$ cat src/rtl/spi_port_scheduler_pkg.sv
// Shared types and constants for the SPI port scheduler: FSM state encoding,
// byte geometry and a small index helper used by the round-robin arbiter.
package spi_sched_pkg;

   localparam int BYTE_W       = 8;
   localparam int HALF_PERIODS = 2 * BYTE_W;

   typedef enum logic [2:0] {
      IDLE,
      LOAD,
      SHIFT,
      DONE,
      GAP
   } sched_state_t;

   // Successor of idx in a ring of 'modulus' entries.
   function automatic int wrapIncrement(input int idx, input int modulus);
      return (idx + 1 >= modulus) ? 0 : idx + 1;
   endfunction

endpackage

$ cat src/rtl/spi_port_scheduler_if.sv
// Client-side request/response channel of the SPI port scheduler.
// 'master' is the client view, 'slave' is the scheduler view.
interface spi_port_scheduler_if
   import spi_sched_pkg::*;
   #(parameter int REQUESTERS = 2);

   logic [REQUESTERS-1:0]        io_req_valid;
   logic [BYTE_W*REQUESTERS-1:0] io_req_data;
   logic [REQUESTERS-1:0]        io_req_last;
   logic [REQUESTERS-1:0]        io_req_ready;
   logic [REQUESTERS-1:0]        io_rsp_valid;
   logic [BYTE_W-1:0]            io_rsp_data;
   logic [REQUESTERS-1:0]        io_grant;

   modport master (
      output io_req_valid,
      output io_req_data,
      output io_req_last,
      input  io_req_ready,
      input  io_rsp_valid,
      input  io_rsp_data,
      input  io_grant
   );

   modport slave (
      input  io_req_valid,
      input  io_req_data,
      input  io_req_last,
      output io_req_ready,
      output io_rsp_valid,
      output io_rsp_data,
      output io_grant
   );

endinterface

$ cat src/rtl/spi_port_scheduler_shifter.sv
// SPI mode-0 byte shifter: 16 half-periods of CLK_DIV cycles, MOSI MSB first,
// MISO sampled on each SCLK rise, SCLK parked low between bytes.
module spi_byte_shifter
   import spi_sched_pkg::*;
   #(parameter int CLK_DIV = 4)
   (
      input  logic              i_clk,
      input  logic              i_rst,
      input  logic              i_start,
      input  logic [BYTE_W-1:0] i_txByte,
      input  logic              i_miso,
      output logic              o_sclk,
      output logic              o_mosi,
      output logic              o_done,
      output logic [BYTE_W-1:0] o_rxByte
   );

   localparam int            CW      = $clog2(CLK_DIV) + 1;
   localparam logic [CW-1:0] CNT_MAX = CW'(CLK_DIV - 1);
   localparam logic [3:0]    IDX_MAX = 4'(HALF_PERIODS - 1);

   logic              r_active;
   logic              r_sclk;
   logic [CW-1:0]     r_cnt;
   logic [3:0]        r_idx;
   logic [BYTE_W-1:0] r_tx;
   logic [BYTE_W-1:0] r_rx;
   logic              w_halfEnd;

   assign w_halfEnd = r_active && (r_cnt == CNT_MAX);

   // A rising half-period end samples MISO; a falling one advances MOSI.
   always_ff @(posedge i_clk) begin
      if (i_rst) begin
         r_active <= 1'b0;
         r_sclk   <= 1'b0;
         r_cnt    <= '0;
         r_idx    <= '0;
         r_tx     <= '0;
         r_rx     <= '0;
      end else if (!r_active) begin
         if (i_start) begin
            r_active <= 1'b1;
            r_sclk   <= 1'b0;
            r_cnt    <= '0;
            r_idx    <= '0;
            r_tx     <= i_txByte;
         end
      end else if (w_halfEnd) begin
         r_cnt  <= '0;
         r_idx  <= r_idx + 4'd1;
         r_sclk <= ~r_sclk;
         if (!r_sclk) begin
            r_rx <= {r_rx[BYTE_W-2:0], i_miso};
         end else begin
            r_tx <= {r_tx[BYTE_W-2:0], 1'b0};
         end
         if (r_idx == IDX_MAX) begin
            r_active <= 1'b0;
         end
      end else begin
         r_cnt <= r_cnt + 1'b1;
      end
   end

   assign o_sclk   = r_sclk;
   assign o_mosi   = r_tx[BYTE_W-1];
   assign o_done   = w_halfEnd && (r_idx == IDX_MAX);
   assign o_rxByte = r_rx;

endmodule

$ cat src/rtl/spi_port_scheduler.sv
// Shares one SPI master port between REQUESTERS clients: round-robin grant per
// transaction, chip-select held across bursts, SS_GAP idle cycles between owners.
module spi_port_scheduler
   import spi_sched_pkg::*;
   #(
      parameter int REQUESTERS = 2,
      parameter int CLK_DIV    = 4,
      parameter int SS_GAP     = 2
   )
   (
      input  logic                  io_clock,
      input  logic                  io_reset,
      spi_port_scheduler_if.slave   bus,
      output logic                  io_busy,
      output logic                  io_spi0_ss,
      output logic                  io_spi0_sclk,
      output logic                  io_spi0_mosi,
      input  logic                  io_spi0_miso
   );

   localparam int            IW       = (REQUESTERS > 1) ? $clog2(REQUESTERS) : 1;
   localparam int            GW       = (SS_GAP > 1) ? $clog2(SS_GAP) : 1;
   localparam logic [GW-1:0] GAP_LAST = GW'(SS_GAP - 1);

   sched_state_t          r_state;
   logic [REQUESTERS-1:0] r_grant;
   logic [IW-1:0]         r_owner;
   logic [IW-1:0]         r_ptr;
   logic                  r_ss;
   logic                  r_last;
   logic [REQUESTERS-1:0] r_rspValid;
   logic [BYTE_W-1:0]     r_rspData;
   logic [GW-1:0]         r_gapCnt;

   logic [IW-1:0]         w_winLo;
   logic [IW-1:0]         w_winHi;
   logic                  w_hiFound;
   logic [IW-1:0]         w_winner;
   logic [REQUESTERS-1:0] w_winGrant;
   logic [BYTE_W-1:0]     w_txByte;
   logic                  w_ownerValid;
   logic                  w_ownerLast;
   logic                  w_start;
   logic                  w_shiftDone;
   logic [BYTE_W-1:0]     w_rxByte;
   logic [IW-1:0]         w_nextPtr;

   // Round-robin: lowest valid index at or above the pointer, else wrap to the lowest valid.
   always_comb begin
      w_winLo   = '0;
      w_winHi   = '0;
      w_hiFound = 1'b0;
      for (int i = REQUESTERS - 1; i >= 0; i--) begin
         if (bus.io_req_valid[i]) begin
            w_winLo = IW'(i);
            if (IW'(i) >= r_ptr) begin
               w_winHi   = IW'(i);
               w_hiFound = 1'b1;
            end
         end
      end
      w_winner = w_hiFound ? w_winHi : w_winLo;
      for (int i = 0; i < REQUESTERS; i++) begin
         w_winGrant[i] = (IW'(i) == w_winner);
      end
   end

   always_comb begin
      w_txByte     = '0;
      w_ownerValid = 1'b0;
      w_ownerLast  = 1'b0;
      for (int i = 0; i < REQUESTERS; i++) begin
         if (r_grant[i]) begin
            w_txByte     = bus.io_req_data[i*BYTE_W +: BYTE_W];
            w_ownerValid = bus.io_req_valid[i];
            w_ownerLast  = bus.io_req_last[i];
         end
      end
   end

   assign w_start   = (r_state == LOAD) && w_ownerValid;
   assign w_nextPtr = IW'(wrapIncrement(int'(r_owner), REQUESTERS));

   spi_byte_shifter #(.CLK_DIV(CLK_DIV)) u_shifter (
      .i_clk    (io_clock),
      .i_rst    (io_reset),
      .i_start  (w_start),
      .i_txByte (w_txByte),
      .i_miso   (io_spi0_miso),
      .o_sclk   (io_spi0_sclk),
      .o_mosi   (io_spi0_mosi),
      .o_done   (w_shiftDone),
      .o_rxByte (w_rxByte)
   );

   // Transaction FSM; the owner keeps SS low from grant until its last byte completes.
   always_ff @(posedge io_clock) begin
      if (io_reset) begin
         r_state    <= IDLE;
         r_grant    <= '0;
         r_owner    <= '0;
         r_ptr      <= '0;
         r_ss       <= 1'b1;
         r_last     <= 1'b0;
         r_rspValid <= '0;
         r_rspData  <= '0;
         r_gapCnt   <= '0;
      end else begin
         r_rspValid <= '0;
         case (r_state)
            IDLE: begin
               if (|bus.io_req_valid) begin
                  r_grant <= w_winGrant;
                  r_owner <= w_winner;
                  r_ss    <= 1'b0;
                  r_state <= LOAD;
               end
            end
            LOAD: begin
               if (w_ownerValid) begin
                  r_last  <= w_ownerLast;
                  r_state <= SHIFT;
               end
            end
            SHIFT: begin
               if (w_shiftDone) begin
                  r_rspValid <= r_grant;
                  r_rspData  <= w_rxByte;
                  r_state    <= DONE;
               end
            end
            DONE: begin
               if (r_last) begin
                  r_ss     <= 1'b1;
                  r_grant  <= '0;
                  r_ptr    <= w_nextPtr;
                  r_gapCnt <= '0;
                  r_state  <= GAP;
               end else begin
                  r_state <= LOAD;
               end
            end
            GAP: begin
               if (r_gapCnt == GAP_LAST) begin
                  r_state <= IDLE;
               end else begin
                  r_gapCnt <= r_gapCnt + 1'b1;
               end
            end
            default: r_state <= IDLE;
         endcase
      end
   end

   assign bus.io_req_ready = (r_state == LOAD) ? r_grant : '0;
   assign bus.io_rsp_valid = r_rspValid;
   assign bus.io_rsp_data  = r_rspData;
   assign bus.io_grant     = r_grant;
   assign io_busy          = (r_state != IDLE);
   assign io_spi0_ss       = r_ss;

endmodule
$ cat src/flat_wrapper.sv
// flat-port wrapper written by rule: the top's interface ports become plain ports
module spi_port_scheduler_flat import spi_sched_pkg::*;
#(
      parameter int REQUESTERS = 2,
      parameter int CLK_DIV    = 4,
      parameter int SS_GAP     = 2
   )
  (io_clock, io_reset, io_busy, io_spi0_ss, io_spi0_sclk, io_spi0_mosi, io_spi0_miso, bus_io_req_valid, bus_io_req_data, bus_io_req_last, bus_io_req_ready, bus_io_rsp_valid, bus_io_rsp_data, bus_io_grant);
  spi_port_scheduler_if #(.REQUESTERS(REQUESTERS)) bus_i ();
  input  logic io_clock;
  input  logic io_reset;
  output logic io_busy;
  output logic io_spi0_ss;
  output logic io_spi0_sclk;
  output logic io_spi0_mosi;
  input  logic io_spi0_miso;
  input wire logic [$bits(bus_i.io_req_valid)-1:0] bus_io_req_valid;
  input wire logic [$bits(bus_i.io_req_data)-1:0] bus_io_req_data;
  input wire logic [$bits(bus_i.io_req_last)-1:0] bus_io_req_last;
  output wire logic [$bits(bus_i.io_req_ready)-1:0] bus_io_req_ready;
  output wire logic [$bits(bus_i.io_rsp_valid)-1:0] bus_io_rsp_valid;
  output wire logic [$bits(bus_i.io_rsp_data)-1:0] bus_io_rsp_data;
  output wire logic [$bits(bus_i.io_grant)-1:0] bus_io_grant;
  assign bus_i.io_req_valid = bus_io_req_valid;
  assign bus_i.io_req_data = bus_io_req_data;
  assign bus_i.io_req_last = bus_io_req_last;
  assign bus_io_req_ready = bus_i.io_req_ready;
  assign bus_io_rsp_valid = bus_i.io_rsp_valid;
  assign bus_io_rsp_data = bus_i.io_rsp_data;
  assign bus_io_grant = bus_i.io_grant;
  spi_port_scheduler #(.REQUESTERS(REQUESTERS), .CLK_DIV(CLK_DIV), .SS_GAP(SS_GAP)) u_core (.io_clock(io_clock), .io_reset(io_reset), .bus(bus_i), .io_busy(io_busy), .io_spi0_ss(io_spi0_ss), .io_spi0_sclk(io_spi0_sclk), .io_spi0_mosi(io_spi0_mosi), .io_spi0_miso(io_spi0_miso));
endmodule
$ cat config.mk
export PLATFORM = sky130hd
export DESIGN_NAME = spi_port_scheduler_flat
export DESIGN_NICKNAME = d
export VERILOG_FILES = /design/src/rtl/spi_port_scheduler_pkg.sv /design/src/rtl/spi_port_scheduler_if.sv /design/src/rtl/spi_port_scheduler_shifter.sv /design/src/rtl/spi_port_scheduler.sv /design/src/flat_wrapper.sv
export SDC_FILE = /design/constraint.sdc
export NUM_CORES = 1
export LEC_CHECK = 0
export CAP_MARGIN = 0
export CORE_MARGIN = 2
export CORE_UTILIZATION = 40
export DETAILED_ROUTE_END_ITERATION = 7
export HOLD_SLACK_MARGIN = 0.03
export PLACE_DENSITY_LB_ADDON = 0.05
export SYNTH_ARGS = -nofsm -noshare
export SYNTH_HDL_FRONTEND = slang
export SYNTH_SLANG_ARGS = --single-unit
$ cat constraint.sdc
create_clock -name io_clock -period 4.8 [get_ports io_clock]
set_clock_uncertainty 0.1 [all_clocks]
set_input_delay 0.48 -clock io_clock [delete_from_list [all_inputs] [get_ports io_clock]]
set_output_delay 0.48 -clock io_clock [all_outputs]
set_load 0.05 [all_outputs]
==> flow_metrics.env <==
export IMPL_run_status="complete, no violations"
export IMPL_rows=25
export IMPL_worstPathCellList="nor3b_4 -> and2_2 -> clkdlybuf4s50_1"
export IMPL_die_w_microns=75.3
export IMPL_portBuffers=40
export IMPL_grt_pass1_vias=1610
export IMPL_pin_count=41
export IMPL_cts_resized=0
export IMPL_nets=286
export IMPL_htreeDepth=2
export IMPL_power_internal_uw=556
export IMPL_grt_pass1_wl_microns=7420
export IMPL_path_clk_slew_ns=0.09
export IMPL_swShare_pct=30.8
export IMPL_finalHoldViolCount=0
export IMPL_r2r_cells=4
export IMPL_syn_num_nets=255
export IMPL_synth_edf_count=0
export IMPL_clock_sinks=45
export IMPL_power_frac_comb_pct=18.9
export IMPL_hold_class="register to register"
export IMPL_critPathSlowestCell="clkdlybuf4s50_1"
export IMPL_path_depth=3
export IMPL_cts_setup_buffers=0
export IMPL_seq_area_frac_synth_pct=44.3
export IMPL_seqPwrFrac_pct=50.4
export IMPL_hold_depth=2
export IMPL_drc=0
export IMPL_start_util_pct=42.2
export IMPL_crit_fanout=9
export IMPL_worst_path_buf_inv=1
export IMPL_wl_per_cell_microns=13.7
export IMPL_ys_types=40
export IMPL_reg2reg_to="u_core.u_shifter.r_tx[2]"
export IMPL_die_area_sq_mm=0.00567
export IMPL_drv_cap=0
export IMPL_layout_cells_non_filler=329
export IMPL_setup_violations_final=0
export IMPL_syn_to_final_growth_pct=24.2
export IMPL_drv_slew=0
export IMPL_tns_ns=0
export IMPL_cts_buffer_depth=2
export IMPL_multiInputGateArea_sq_um=977
export IMPL_cp_startpoint="u_core.r_state[0]"
export IMPL_ys_ff_latch=45
export IMPL_clock_latency_ns=0.30
export IMPL_clkPwrFrac_pct=30.6
export IMPL_drive_above_1_share_pct=6.49
export IMPL_switchingPower_uw=248
export IMPL_cp_arrival_ns=2.12
export IMPL_first_pass_iters=5
export IMPL_track_usage_pct=17.5
export IMPL_critPathMaxStageDelay_ns=0.79
export IMPL_numCtsBuffers=5
export IMPL_final_common_cell="dfxtp_1"
export IMPL_async_reset_ff_share_pct=0
export IMPL_r2r_start="u_core.u_shifter.r_active"
export IMPL_dp_cells=321
export IMPL_relSlewSlack_pct=51.9
export IMPL_viasPerCell=5.26
export IMPL_rrSetupSlack_ns=2.53
export IMPL_holdBufCountCts=0
export IMPL_cp_required_ns=4.22
export IMPL_worstSetupPathType="register to output pin"
export IMPL_n_antenna_cell=0
export IMPL_dieHeight_microns=75.3
export IMPL_synthesis_area_sq_mm=0.00203
export IMPL_dp_hpwl_microns=2930
export IMPL_cp_end_kind="output pin"
export IMPL_drt_iter0_markers=188
export IMPL_place_congestion=0.824
export IMPL_num_vias=1732
export IMPL_ys_warn_count=0
export IMPL_grt_max_degree=48
export IMPL_seq_area_sq_um=901
export IMPL_powerDensity_mw_per_mm2=318
export IMPL_synth_top_flop_cell="dfxtp_1"
export IMPL_cts_root_buf="clkbuf_8"
export IMPL_cts_tree="built"
export IMPL_finalCriticalPeriod_ns=2.70
export IMPL_critPathCapture="bus_io_req_ready[0]"
export IMPL_max_freq_ghz=0.371
export IMPL_grt_ovfl_total=0
export IMPL_crit_family="buffers and inverters"
export IMPL_most_common_layout_cells="dfxtp_1, clkdlybuf4s50_1, a21oi_1, nand2_1, nor2_1"
export IMPL_fin_crit_sh_pct=56.2
export IMPL_synth_cells=230
export IMPL_core_sq_mm=0.00482
export IMPL_p_leak_nw=0.819
export IMPL_tightest_slew_ns=0.720
export IMPL_antenna_left=0
export IMPL_setup_worst_path_start_class="register"
export IMPL_wl_microns=4510
export IMPL_syn_area_per_cell_sq_um=8.83
export IMPL_rsz0062_at_grt="false"
export IMPL_n_fill_cell=491
export IMPL_peakVddDrop_uv=210
export IMPL_antenna_found_initial=0
==> Yosys cell counts, types with 2 or more instances <==
master,n,area [sq um]
inv_1,14,52.6
or3_1,3,18.8
and2_2,2,15.0
nand2b_1,5,31.3
buf_4,2,15.0
ha_1,2,25.0
nand3_1,11,55.1
a221o_1,7,70.1
o21ai_0,8,40.0
a211oi_1,3,22.5
clkbuf_1,10,37.5
a311oi_1,4,35.0
nor2_1,17,63.8
mux2i_1,8,80.1
nor3_1,4,20.0
o32ai_1,2,17.5
a221oi_1,8,70.1
or3b_1,2,17.5
dfxtp_1,45,901
and3b_1,4,35.0
nand2_1,22,82.6
a21oi_1,25,125
buf_6,3,33.8
buf_2,3,15.0
==> registers in the layout, indices dropped and copies added, names as in the netlist <==
name,cells
u_core.r_gapCnt,1
u_core.u_shifter.r_active,1
u_core.bus.io_grant,2
u_core.u_shifter.r_cnt,3
u_core.bus.io_rsp_valid,2
u_core.bus.io_rsp_data,8
u_core.r_ptr,1
u_core.r_last,1
u_core.u_shifter.r_idx,4
u_core.r_owner,1
u_core.u_shifter.o_sclk,1
u_core.u_shifter.o_rxByte,8
u_core.u_shifter.r_tx,8
u_core.io_spi0_ss,1
u_core.r_state,3
==> per-stage QoR <==
stage	worst slack (ns)	util, %	hold slack [ns]	cell area [sq um]	total power [mW]
after floorplan	2.89	-	0.336	2030	0.521
after global placement	2.46	50.4	0.352	2430	0.568
after detailed placement	2.43	50.4	0.355	2430	0.566
after CTS	2.09	52.4	0.370	2520	0.816
after global routing	2.00	52.4	0.385	2520	0.847
final	2.10	52.4	0.370	2520	0.803
==> kinds of logic (layout without fill, tap and decap cells) <==
family / after synthesis / in the layout / synth area share, %
buf+inv: 32 / 64 / 7.57
simple gates: 79 / 79 / 20.8
flops: 45 / 45 / 44.3
fa+ha+maj: 2 / 2 / 1.23
mux: 8 / 8 / 3.94
compound gates: 64 / 64 / 22.2
==> routing by layer <==
metal / up-vias / share of wire (%) / global-route usage (%)
met4: 0 / 1.2 / 7.02
met1: 796 / 48 / 23.0
met5: - / 0 / 0
li1: 885 / - / -
met3: 5 / 6.9 / 5.22
met2: 46 / 44 / 27.0
==> tightest hold or removal path: stages (launching register included) <==
cell	delay (ns)
dfxtp_1	0.33
nand2_1	0.05
a21oi_1	0.05
==> final cells by class <==
| class | instances | area share [%] |
|---|---|---|
| clock inverter | 3 | 0.992 |
| tap | 67 | 3.32 |
| clock buffer | 5 | 2.73 |
| timing repair buffer | 42 | 16.5 |
| multi-input combinational | 153 | 38.7 |
| inverter | 14 | 2.08 |
| sequential | 45 | 35.7 |
==> power by group through the flow <==
stage / sequential, mW / combinational (mW) / clock (mW)
after floorplan: 0.414 / 0.107 / 0
after global placement: 0.414 / 0.154 / 0
after detailed placement: 0.414 / 0.152 / 0
after CTS: 0.405 / 0.153 / 0.258
after global routing: 0.408 / 0.166 / 0.273
final: 0.405 / 0.152 / 0.246
==> how the worst min path moves through the flow <==
| stage | from | to | slack [ns] |
|---|---|---|---|
| final | u_core.r_owner | u_core.r_owner | 0.37 |
| after global routing | u_core.r_owner | u_core.r_owner | 0.39 |
| after CTS | u_core.r_owner | u_core.r_owner | 0.37 |
| after detailed placement | u_core.r_owner | u_core.r_owner | 0.36 |
| after global placement | u_core.u_shifter.r_tx[6] | u_core.u_shifter.r_tx[6] | 0.35 |
| after floorplan | u_core.u_shifter.o_rxByte[7] | u_core.u_shifter.o_rxByte[7] | 0.34 |
No activity file was read; power rests on OpenSTA's default activity.
